## config.mk

```make
export PLATFORM = sky130hd
export DESIGN_NAME = irq_ctrl
export DESIGN_NICKNAME = d
export VERILOG_FILES = /design/src/rtl/irq_ctrl_pkg.sv /design/src/rtl/irq_chan.sv /design/src/rtl/irq_ctrl.sv
export SDC_FILE = /design/constraint.sdc
export NUM_CORES = 1
export LEC_CHECK = 0
export CORE_MARGIN = 2
export CORE_UTILIZATION = 31
export DETAILED_ROUTE_END_ITERATION = 8
export GPL_ROUTABILITY_DRIVEN = 0
export GPL_TIMING_DRIVEN = 0
export PLACE_DENSITY = 0.77
export SETUP_SLACK_MARGIN = 0.05
export SLEW_MARGIN = 5
export SYNTH_ARGS = -nofsm -noshare
export SYNTH_HDL_FRONTEND = slang
export SYNTH_HIERARCHICAL = 1
export SYNTH_SLANG_ARGS = --single-unit
```

## constraint.sdc

```tcl
create_clock -name clk -period 1.7 [get_ports clk]
set_clock_uncertainty 0.1 [all_clocks]
set_input_delay 0.51 -clock clk [delete_from_list [all_inputs] [get_ports clk]]
set_output_delay 0.51 -clock clk [all_outputs]
set_load 0.005 [all_outputs]
```

## src/rtl/irq_ctrl_pkg.sv

```systemverilog
// Shared constants and helpers for the interrupt controller.
// Latency: none (declarations only).
// Backpressure: none (declarations only).
package irq_ctrl_pkg;

  // Byte offsets inside the 256-byte register window
  localparam logic [7:0] REG_ENABLE  = 8'h00;
  localparam logic [7:0] REG_PENDING = 8'h04;
  localparam logic [7:0] REG_MODE    = 8'h08;
  localparam logic [7:0] REG_POL     = 8'h0C;
  localparam logic [7:0] REG_RAW     = 8'h10;
  localparam logic [7:0] REG_ID      = 8'h14;

  // Per-channel trigger mode encoding
  localparam logic MODE_LEVEL = 1'b0;
  localparam logic MODE_EDGE  = 1'b1;

  // Expand byte strobes into a 32-bit bit mask
  function automatic logic [31:0] strb_mask(input logic [3:0] strb);
    return {{8{strb[3]}}, {8{strb[2]}}, {8{strb[1]}}, {8{strb[0]}}};
  endfunction

  // Replace only the strobed bytes of a register value
  function automatic logic [31:0] merge_bytes(input logic [31:0] old_val,
                                               input logic [31:0] wdata,
                                               input logic [31:0] mask);
    return (old_val & ~mask) | (wdata & mask);
  endfunction

endpackage

```

## src/rtl/irq_chan.sv

```systemverilog
// One interrupt channel: 2-flop sync, polarity, edge detect, pending bit.
// Latency: pin sampled at edge k -> raw at k+1 -> pending at k+2.
// Backpressure: none; clr is a single-cycle W1C strobe, a coincident set wins.
module irq_chan
  import irq_ctrl_pkg::*;
(
  input  logic clk,
  input  logic reset,
  input  logic irq_in,
  input  logic enable,
  input  logic mode,
  input  logic pol,
  input  logic clr,
  output logic pending,
  output logic raw,
  output logic active
);

  logic s1;
  logic s2;
  logic qd;
  logic q;

  // q uses the current polarity, so a POL flip is seen as a real (latched) edge
  assign q      = s2 ^ pol;
  assign raw    = s2;
  assign active = pending & enable;

  // Synchroniser and edge history; qd tracks q in every mode so a mode change is never an edge
  always_ff @(posedge clk or posedge reset) begin
    if (reset) begin
      s1 <= 1'b0;
      s2 <= 1'b0;
      qd <= 1'b0;
    end else begin
      s1 <= irq_in;
      s2 <= s1;
      qd <= q;
    end
  end

  // Pending bit: follows the level, or latches edges until cleared by software
  always_ff @(posedge clk or posedge reset) begin
    if (reset) begin
      pending <= 1'b0;
    end else begin
      unique case (mode)
        MODE_LEVEL: pending <= q;
        MODE_EDGE: begin
          if (q && !qd)  pending <= 1'b1;
          else if (clr)  pending <= 1'b0;
        end
        default: pending <= pending;
      endcase
    end
  end

endmodule

```

## src/rtl/irq_ctrl.sv

```systemverilog
// picoRV32 interrupt controller: N_IRQ lines, bus-mapped registers, irq vector.
// Latency: pin to cpu_irq 3 clocks after sampling; bus access acked 1 clock after request.
// Backpressure: one mem_ready pulse per access, then one idle cycle before the next.
module irq_ctrl
  import irq_ctrl_pkg::*;
#(
  parameter int          N_IRQ     = 3,
  parameter int          IRQ_BASE  = 5,
  parameter logic [31:0] BASE_ADDR = 32'h0300_0000
) (
  input  logic             clk,
  input  logic             reset,
  input  logic [N_IRQ-1:0] irq_in,
  input  logic             mem_valid,
  input  logic [31:0]      mem_addr,
  input  logic [31:0]      mem_wdata,
  input  logic [3:0]       mem_wstrb,
  output logic             mem_ready,
  output logic [31:0]      mem_rdata,
  output logic [31:0]      cpu_irq
);

  localparam logic [31:0] IMPL_MASK = 32'((64'd1 << N_IRQ) - 64'd1);

  logic [31:0]      enable_q;
  logic [31:0]      mode_q;
  logic [31:0]      pol_q;
  logic [N_IRQ-1:0] pending;
  logic [N_IRQ-1:0] raw;
  logic [N_IRQ-1:0] active;
  logic [N_IRQ-1:0] clr;
  logic             bus_armed;
  logic             acc;
  logic             wr;
  logic [31:0]      bmask;
  logic [31:0]      rd_val;
  logic [31:0]      id_val;

  // An access is taken only when not already acknowledging; bus_armed blocks a
  // request that was held across reset until the CPU re-presents it.
  assign acc   = mem_valid && (mem_addr[31:8] == BASE_ADDR[31:8]) && bus_armed && !mem_ready;
  assign wr    = acc && (mem_wstrb != 4'b0000);
  assign bmask = strb_mask(mem_wstrb);
  assign clr   = (wr && (mem_addr[7:0] == REG_PENDING)) ?
                 (mem_wdata[N_IRQ-1:0] & bmask[N_IRQ-1:0]) : '0;

  for (genvar i = 0; i < N_IRQ; i++) begin : g_chan
    irq_chan u_chan (
      .clk     (clk),
      .reset   (reset),
      .irq_in  (irq_in[i]),
      .enable  (enable_q[i]),
      .mode    (mode_q[i]),
      .pol     (pol_q[i]),
      .clr     (clr[i]),
      .pending (pending[i]),
      .raw     (raw[i]),
      .active  (active[i])
    );
  end

  // Lowest-index enabled pending channel wins
  always_comb begin
    id_val = '0;
    for (int i = N_IRQ - 1; i >= 0; i--) begin
      if (active[i]) id_val = {1'b1, 26'd0, 5'(i)};
    end
  end

  // Read mux; unmapped offsets return 0
  always_comb begin
    rd_val = '0;
    case (mem_addr[7:0])
      REG_ENABLE:  rd_val = enable_q;
      REG_PENDING: rd_val = 32'(pending);
      REG_MODE:    rd_val = mode_q;
      REG_POL:     rd_val = pol_q;
      REG_RAW:     rd_val = 32'(raw);
      REG_ID:      rd_val = id_val;
      default:     rd_val = '0;
    endcase
  end

  // Handshake and read data; rdata is forced to 0 outside the ready cycle
  always_ff @(posedge clk or posedge reset) begin
    if (reset) begin
      mem_ready <= 1'b0;
      mem_rdata <= '0;
      bus_armed <= 1'b0;
    end else begin
      mem_ready <= acc;
      mem_rdata <= acc ? rd_val : '0;
      bus_armed <= bus_armed || !mem_valid;
    end
  end

  // Configuration registers; writes commit on the edge that raises mem_ready
  always_ff @(posedge clk or posedge reset) begin
    if (reset) begin
      enable_q <= '0;
      mode_q   <= '0;
      pol_q    <= '0;
    end else if (wr) begin
      case (mem_addr[7:0])
        REG_ENABLE: enable_q <= merge_bytes(enable_q, mem_wdata, bmask) & IMPL_MASK;
        REG_MODE:   mode_q   <= merge_bytes(mode_q, mem_wdata, bmask) & IMPL_MASK;
        REG_POL:    pol_q    <= merge_bytes(pol_q, mem_wdata, bmask) & IMPL_MASK;
        default: ;
      endcase
    end
  end

  // Registered irq vector to the CPU
  always_ff @(posedge clk or posedge reset) begin
    if (reset) cpu_irq <= '0;
    else       cpu_irq <= 32'(active) << IRQ_BASE;
  end

endmodule

```

# Yosys cells after proc, flatten, opt, wreduce, memory -nomap -nowiden
# Index checks and enable logic that the tools add are counted.
[word_totals]
register_bits = 58
in_bits = 74
out_inout_bits = 65
word_cells = 80
[op_classes]
eq_ne = 9
muxes = 15
bitwise_logic = 18
n_reduce_logical = 19
[ops]
columns = ["op", "n"]
rows = [
  ["one-hot mux 32 bit (6 select lines)", 1],
  ["2-to-1 mux 32 bit", 4],
  ["== test 24 x 18 -> 1 bit, second input constant", 1],
  ["== test 8 x 4 -> 1 bit, second input constant", 2],
  ["== test 8 x 5 -> 1 bit, second input constant", 2],
  ["bitwise AND 3 bit", 5],
  ["inequality test 3 x 1 -> 1 bit, second input constant", 3],
  ["OR 3 bit", 3],
  ["== test 8 x 3 -> 1 bit, second input constant", 1],
  ["logical AND 1 bit", 8],
  ["zero test 8 bit", 1],
  ["2-to-1 mux 1 bit", 6],
  ["one-hot mux 1 bit (2 select lines)", 3],
  ["AND reduction 2 bit", 3],
  ["zero test 1 bit", 5],
  ["nonzero test 4 bit", 1],
  ["bitwise AND 1 bit", 3],
  ["2-to-1 mux 3 bit", 1],
  ["inverter 1 bit", 3],
  ["inverter 3 bit", 1],
  ["bitwise XOR 1 bit", 3],
  ["logical OR 1 bit", 1],
]

# Logic depth before layout (Yosys ltp)
# Gate-level depths: netlist of the first run.
[logic_depth]
word_depth = 10
mapped_depth = 6

# Modules after synthesis
# The synthesis of the first run kept the hierarchy.
[modules_own_cells]
columns = ["mod", "instances", "cells_per_inst", "area_each_um2"]
rows = [
  ["irq_ctrl", 1, 146, 1500.2],
  ["irq_chan", 3, 10, 136.4],
]

# Worst setup path before layout of the first run
# Ideal clock, no wire load.
[synth_timing]
path_kind = "input to register"
startpoint = "in mem_addr[19]"
endpoint = "reg g_chan[0].u_chan.pending"
setup_time_ps = 122
t_arrival_ps = 1872
required_ps = 1478
setup_slack_ps = -394
stages = 6
path_buffers = 0
path_cell_list = "nor4_2 nand4_4 or3_1 nor3_1 inv_1 a32o_1"
[synth_between]
elab_chain_cells = 8
[synth_rtl]
columns = ["element", "line_no", "source"]
rows = [
  ["start: declaration", "irq_ctrl.sv:15", "input logic [31:0] mem_addr,"],
  ["== test 24 x 18 -> 1 bit", "irq_ctrl.sv:41", "assign acc = mem_valid && (mem_addr[31:8] == BASE_ADDR[31:8]) && bus_armed && !mem_ready;"],
  ["logical AND 1 bit (3 in series)", "irq_ctrl.sv:41", ""],
  ["logical AND 1 bit", "irq_ctrl.sv:42", "assign wr = acc && (mem_wstrb != 4'b0000);"],
  ["logical AND 1 bit", "irq_ctrl.sv:44", "assign clr = (wr && (mem_addr[7:0] == REG_PENDING)) ?"],
  ["2-to-1 mux 3 bit", "irq_ctrl.sv:44", ""],
  ["net clr[0]", "irq_ctrl.sv:31", "logic [N_IRQ-1:0] clr;"],
  ["inequality test 3 x 1 -> 1 bit (no line)", "--", ""],
  ["end signal: assignment", "irq_chan.sv:48", "MODE_LEVEL: pending <= q;"],
  ["end signal: assignment", "irq_chan.sv:53", "default: pending <= pending;"],
  ["end: declaration", "irq_chan.sv:14", "output logic pending,"],
]
# The timed path passes the listed nets, and every way through them passes these cells.
# A chain may end at the register's enable or synchronous reset.

# Worst setup path after layout of the first run
[layout_timing]
startpoint = "in mem_addr[9]"
endpoint = "reg g_chan[2].u_chan.pending"
[layout_between]
elab_chain_cells = 8
[layout_rtl]
columns = ["element", "line_no"]
rows = [
  ["== test 24 x 18 -> 1 bit", "irq_ctrl.sv:41"],
  ["logical AND 1 bit (3 in series)", "irq_ctrl.sv:41"],
  ["logical AND 1 bit", "irq_ctrl.sv:42"],
  ["logical AND 1 bit", "irq_ctrl.sv:44"],
  ["2-to-1 mux 3 bit", "irq_ctrl.sv:44"],
  ["net clr[2]", "irq_ctrl.sv:31"],
  ["inequality test 3 x 1 -> 1 bit (no line)", "--"],
  ["end signal: assignment", "irq_chan.sv:48"],
  ["end signal: assignment", "irq_chan.sv:53"],
  ["end: declaration", "irq_chan.sv:14"],
]
# The timed path passes the listed nets, and every way through them passes these cells.

==> results, run 1 <==
- The flow ran to the end, but the final reports show violations.
- The final reports fail on setup timing.
- Detailed placement ended at an HPWL of between 3000 and 4000 um.
- The number of enable flip-flop cells after synthesis is 0.
- The final-stage net count is approximately 370.
- The width of the die is approximately 82 um.
- The ratio of routed vias to standard cells is just under 4.
- Entering global routing, the biggest net connects 19 pins.
- For this run the aggregate overflow at the end of global routing stands at 0.
- Prior to clock tree synthesis, the placed netlist has a worst setup slack of -0.964 ns.
- The CTS root buffer is clkbuf_8.
- The count of buffers added on input and output ports is 46.
- The first global-routing pass estimated between 6000 and 7000 um of wire.
- The count of final hold-check violations is 0.
- The kind of critical path is in2reg.
- The worst setup path is captured at a flip-flop.
- The number of warnings issued by yosys is 6.
- The count of pins on the block boundary is between 100 and 150.
- Of the available clock period, the critical path in the final layout requires 1.10.
- The repair_antennas step left the layout with diodes totalling 0.
- The share of async-settable or async-resettable flops after synthesis is 1.00.
- The floorplan step defined a core boundary enclosing between 5000 and 6000 um2.
- The number of pins with negative max-slew slack in the final report is 0.
- The CTS tree is built.
- The power density over the cells is approximately 550 nW/um2.
- In the final layout, flip-flops and latches occupy roughly 750 um2.
- For this design the static power due to leakage is about 1.5 nW.
- The total standard cell area after synthesis is between 1500 and 2000 um2.
- The die covers 6800 um2.
- The most used flip-flop cell after synthesis is dfrtp_1.
- The filler cell count in the final layout is about 570.
- The number of antenna violations at the first check in global routing is 0.
- The critical path launch point type is an input pin.
- The chip height is slightly above 80 um.
- For this configuration, the core starts out at a cell density of 0.322.
- The wire length after detailed routing is 4100 um.
- The worst setup slack after layout is -0.169 ns.
- The area of combinational cells with multiple inputs is just over 1000 um2.
- At the worst endpoint, the arrival time is just under 2 ns.
- Before antenna repair, the detailed router went through 4 iterations.
- The clock slew seen by the registers of the worst setup and hold paths is approximately 0.06 ns.
- The tightest slew margin relative to the limit is 0.533.
- The final worst hold slack is approximately 0.25 ns.
- The maximum root-to-sink buffer count is 2.
- The number of clock buffers added by TritonCTS is 5.
- The clock reaches the later pin of the worst-skew pair after 0.28 ns.
- The first routing iteration left approximately 120 violations.
- The aggregate global-route resource usage is 0.127.
- The clock net sink count is 30.
- The number of global-route vias before repair is about 1.3k.
- The highest net fanout along the worst path is 4.
- The number of instances in the synthesized netlist is approximately 180.
- In this run the mean area of a mapped cell was around 11 um2.
- For the pin with the worst max-slew slack, the measured transition is between 0.6 and 0.7 ns.
- The number of buffers added to fix hold violations after cts is 0.
- Timing would allow up to 0.535 GHz.
- The H-tree was split into 2 levels.
- The number of rows created at floorplan is 28.
- The design draws roughly 0.0016 W.
- Summing over every cut layer, the via total after detailed routing is between 1k and 1.5k.
- Data on the critical path is required at its endpoint by around 1.8 ns.
- The number of remaining DRC errors is 0.
- The worst-case IR drop observed on VDD is approximately 0.29 mV.
- The type of the tightest min-delay check is reg2reg.
- Setup violations remaining at the end of the flow were counted as 13.
- The netlist uses 38 different library cells.
- The register bit total from synthesis is 30.
- At the end of the flow the core is filled with cells to 0.491.
- The share of final-layout standard cells stronger than drive strength 1 is 0.449.
- The worst path in the final design needs a cycle of about 1.9 ns, including I/O delays and setup.
- Dividing the detail-routed wire length by the instance count gives between 10 and 15 um.
- Compared with the post-synthesis result, the final layout area differs by 52.3%.
- Setup repair after global routing could not meet its margin everywhere.
- The count of nets left with antenna violations once routing finished came out at 0.
- The tool flagged a number of max-cap violations equal to 0.
- Of the synthesized area, sequential elements account for 0.393.
-- metal layers --
| metal | global-route usage | routed length [um] | vias to the layer above |
|---|---|---|---|
| li1 | - | - | 715 |
| met1 | 0.160 | 1510 | 665 |
| met2 | 0.206 | 2210 | 56 |
| met4 | 0.0350 | 56 | 0 |
| met5 | 0 | 0 | - |
| met3 | 0.0446 | 322 | 6 |
-- final cells by class --
cell class              count  area share
plain buffers              60       0.156
clock buffers               7      0.0297
clock inverters             1     0.00172
inverters                  12      0.0155
multi-input cells         130       0.349
flip-flops and latches     30       0.258
well taps                  75      0.0323
repair buffers             54       0.158
-- report_power, final --
group          total [W]  internal [W]  switching [W]
logic           0.000294      0.000167       0.000127
registers       0.000737      0.000729     0.00000803
clock network   0.000573      0.000325       0.000247
-- through the flow --
stage          cell area, um2  cells  TNS, ns
6_report                 2910    369    -1.80
5_1_grt                  2910    369    -2.52
4_1_cts                  2900    367    -2.08
3_5_place_dp             2710    353   -13.39
3_3_place_gp             2710    353   -12.61
2_1_floorplan            2150    232    -2.90
-- synthesized netlist by cell type, types with 2 or more instances --
library cell	n	area [um2]
buf_4	57	428
dfrtp_1	30	751
inv_1	12	45.0
mux2_2	7	78.8
nand3_1	6	30.0
nand2_1	5	18.8
nor3_1	5	25.0
nor4_4	5	106
mux2_1	4	45.0
a21oi_1	3	15.0
a32o_1	3	30.0
and2_1	3	18.8
and3b_1	3	26.3
nor2_1	3	11.3
xor2_1	3	26.3
a22oi_1	2	15.0
nor2b_1	2	12.5
nor4_2	2	25.0
or3_1	2	12.5
-- cells in the final DEF, fill, tap and decap left out, drive strengths merged, types with 6 or more instances in the layout --
| cell | count |
|---|---|
| inv | 12 |
| nand3 | 6 |
| nor4 | 7 |
| conb | 57 |
| clkdlybuf4s50 | 7 |
| mux2 | 11 |
| clkdlybuf4s15 | 6 |
| nor3 | 6 |
| dlygate4sd2 | 13 |
| dfrtp | 30 |
| buf | 81 |
| clkbuf | 14 |
-- repair_timing --
| action | in CTS | in global routing |
|---|---|---|
| setup endpoints to repair | 24 | 16 |
| gates resized for setup | 109 | 22 |
| hold endpoints to repair | 0 | 0 |
| pin swaps | 21 | 9 |
| buffers inserted | 6 | 3 |
-- worst max-delay path: stages --
cell     delay, ns
buf_2         0.11
nor4_4        0.31
nand4_4       0.14
or3_4         0.40
nor3_2        0.17
inv_1         0.06
a32o_1        0.23
-- cell families after synthesis --
logic type | synth area share
compound gates | 0.0505
simple gates | 0.206
mux | 0.0767
other cells | 0.00196
flops | 0.393
buf+inv | 0.258
xor+xnor | 0.0138
-- path summary, 6_finish.rpt --
path,cells past startpoint,slack (ns),start,end
min reg2reg,0,0.25,g_chan[2].u_chan/s1$_DFF_PP0_,g_chan[2].u_chan/raw$_DFF_PP0_
min in group asynchronous,2,0.41,reset,g_chan[0].u_chan/s1$_DFF_PP0_
min,0,0.25,g_chan[2].u_chan/s1$_DFF_PP0_,g_chan[2].u_chan/raw$_DFF_PP0_
max in group asynchronous,2,0.41,reset,cpu_irq[7]$_DFF_PP0_
max reg2reg,5,-0.08,mem_ready$_DFF_PP0_,flip-flop
max,7,-0.17,mem_addr[9],g_chan[2].u_chan/pending$_DFFE_PP0P_
Note: power is estimated with default switching activity, not from simulation.
==> inputs of run 2 (changes only) <==
--- a/config.mk
+++ b/config.mk
@@ -7,6 +7,7 @@
 export LEC_CHECK = 0
 export CORE_MARGIN = 2
 export CORE_UTILIZATION = 31
+export CTS_CLUSTER_DIAMETER = 100
 export DETAILED_ROUTE_END_ITERATION = 8
 export GPL_ROUTABILITY_DRIVEN = 0
 export GPL_TIMING_DRIVEN = 0
==> results of run 2 <==
Same layout as run 1: the final DEF is identical, and so are final timing and power.
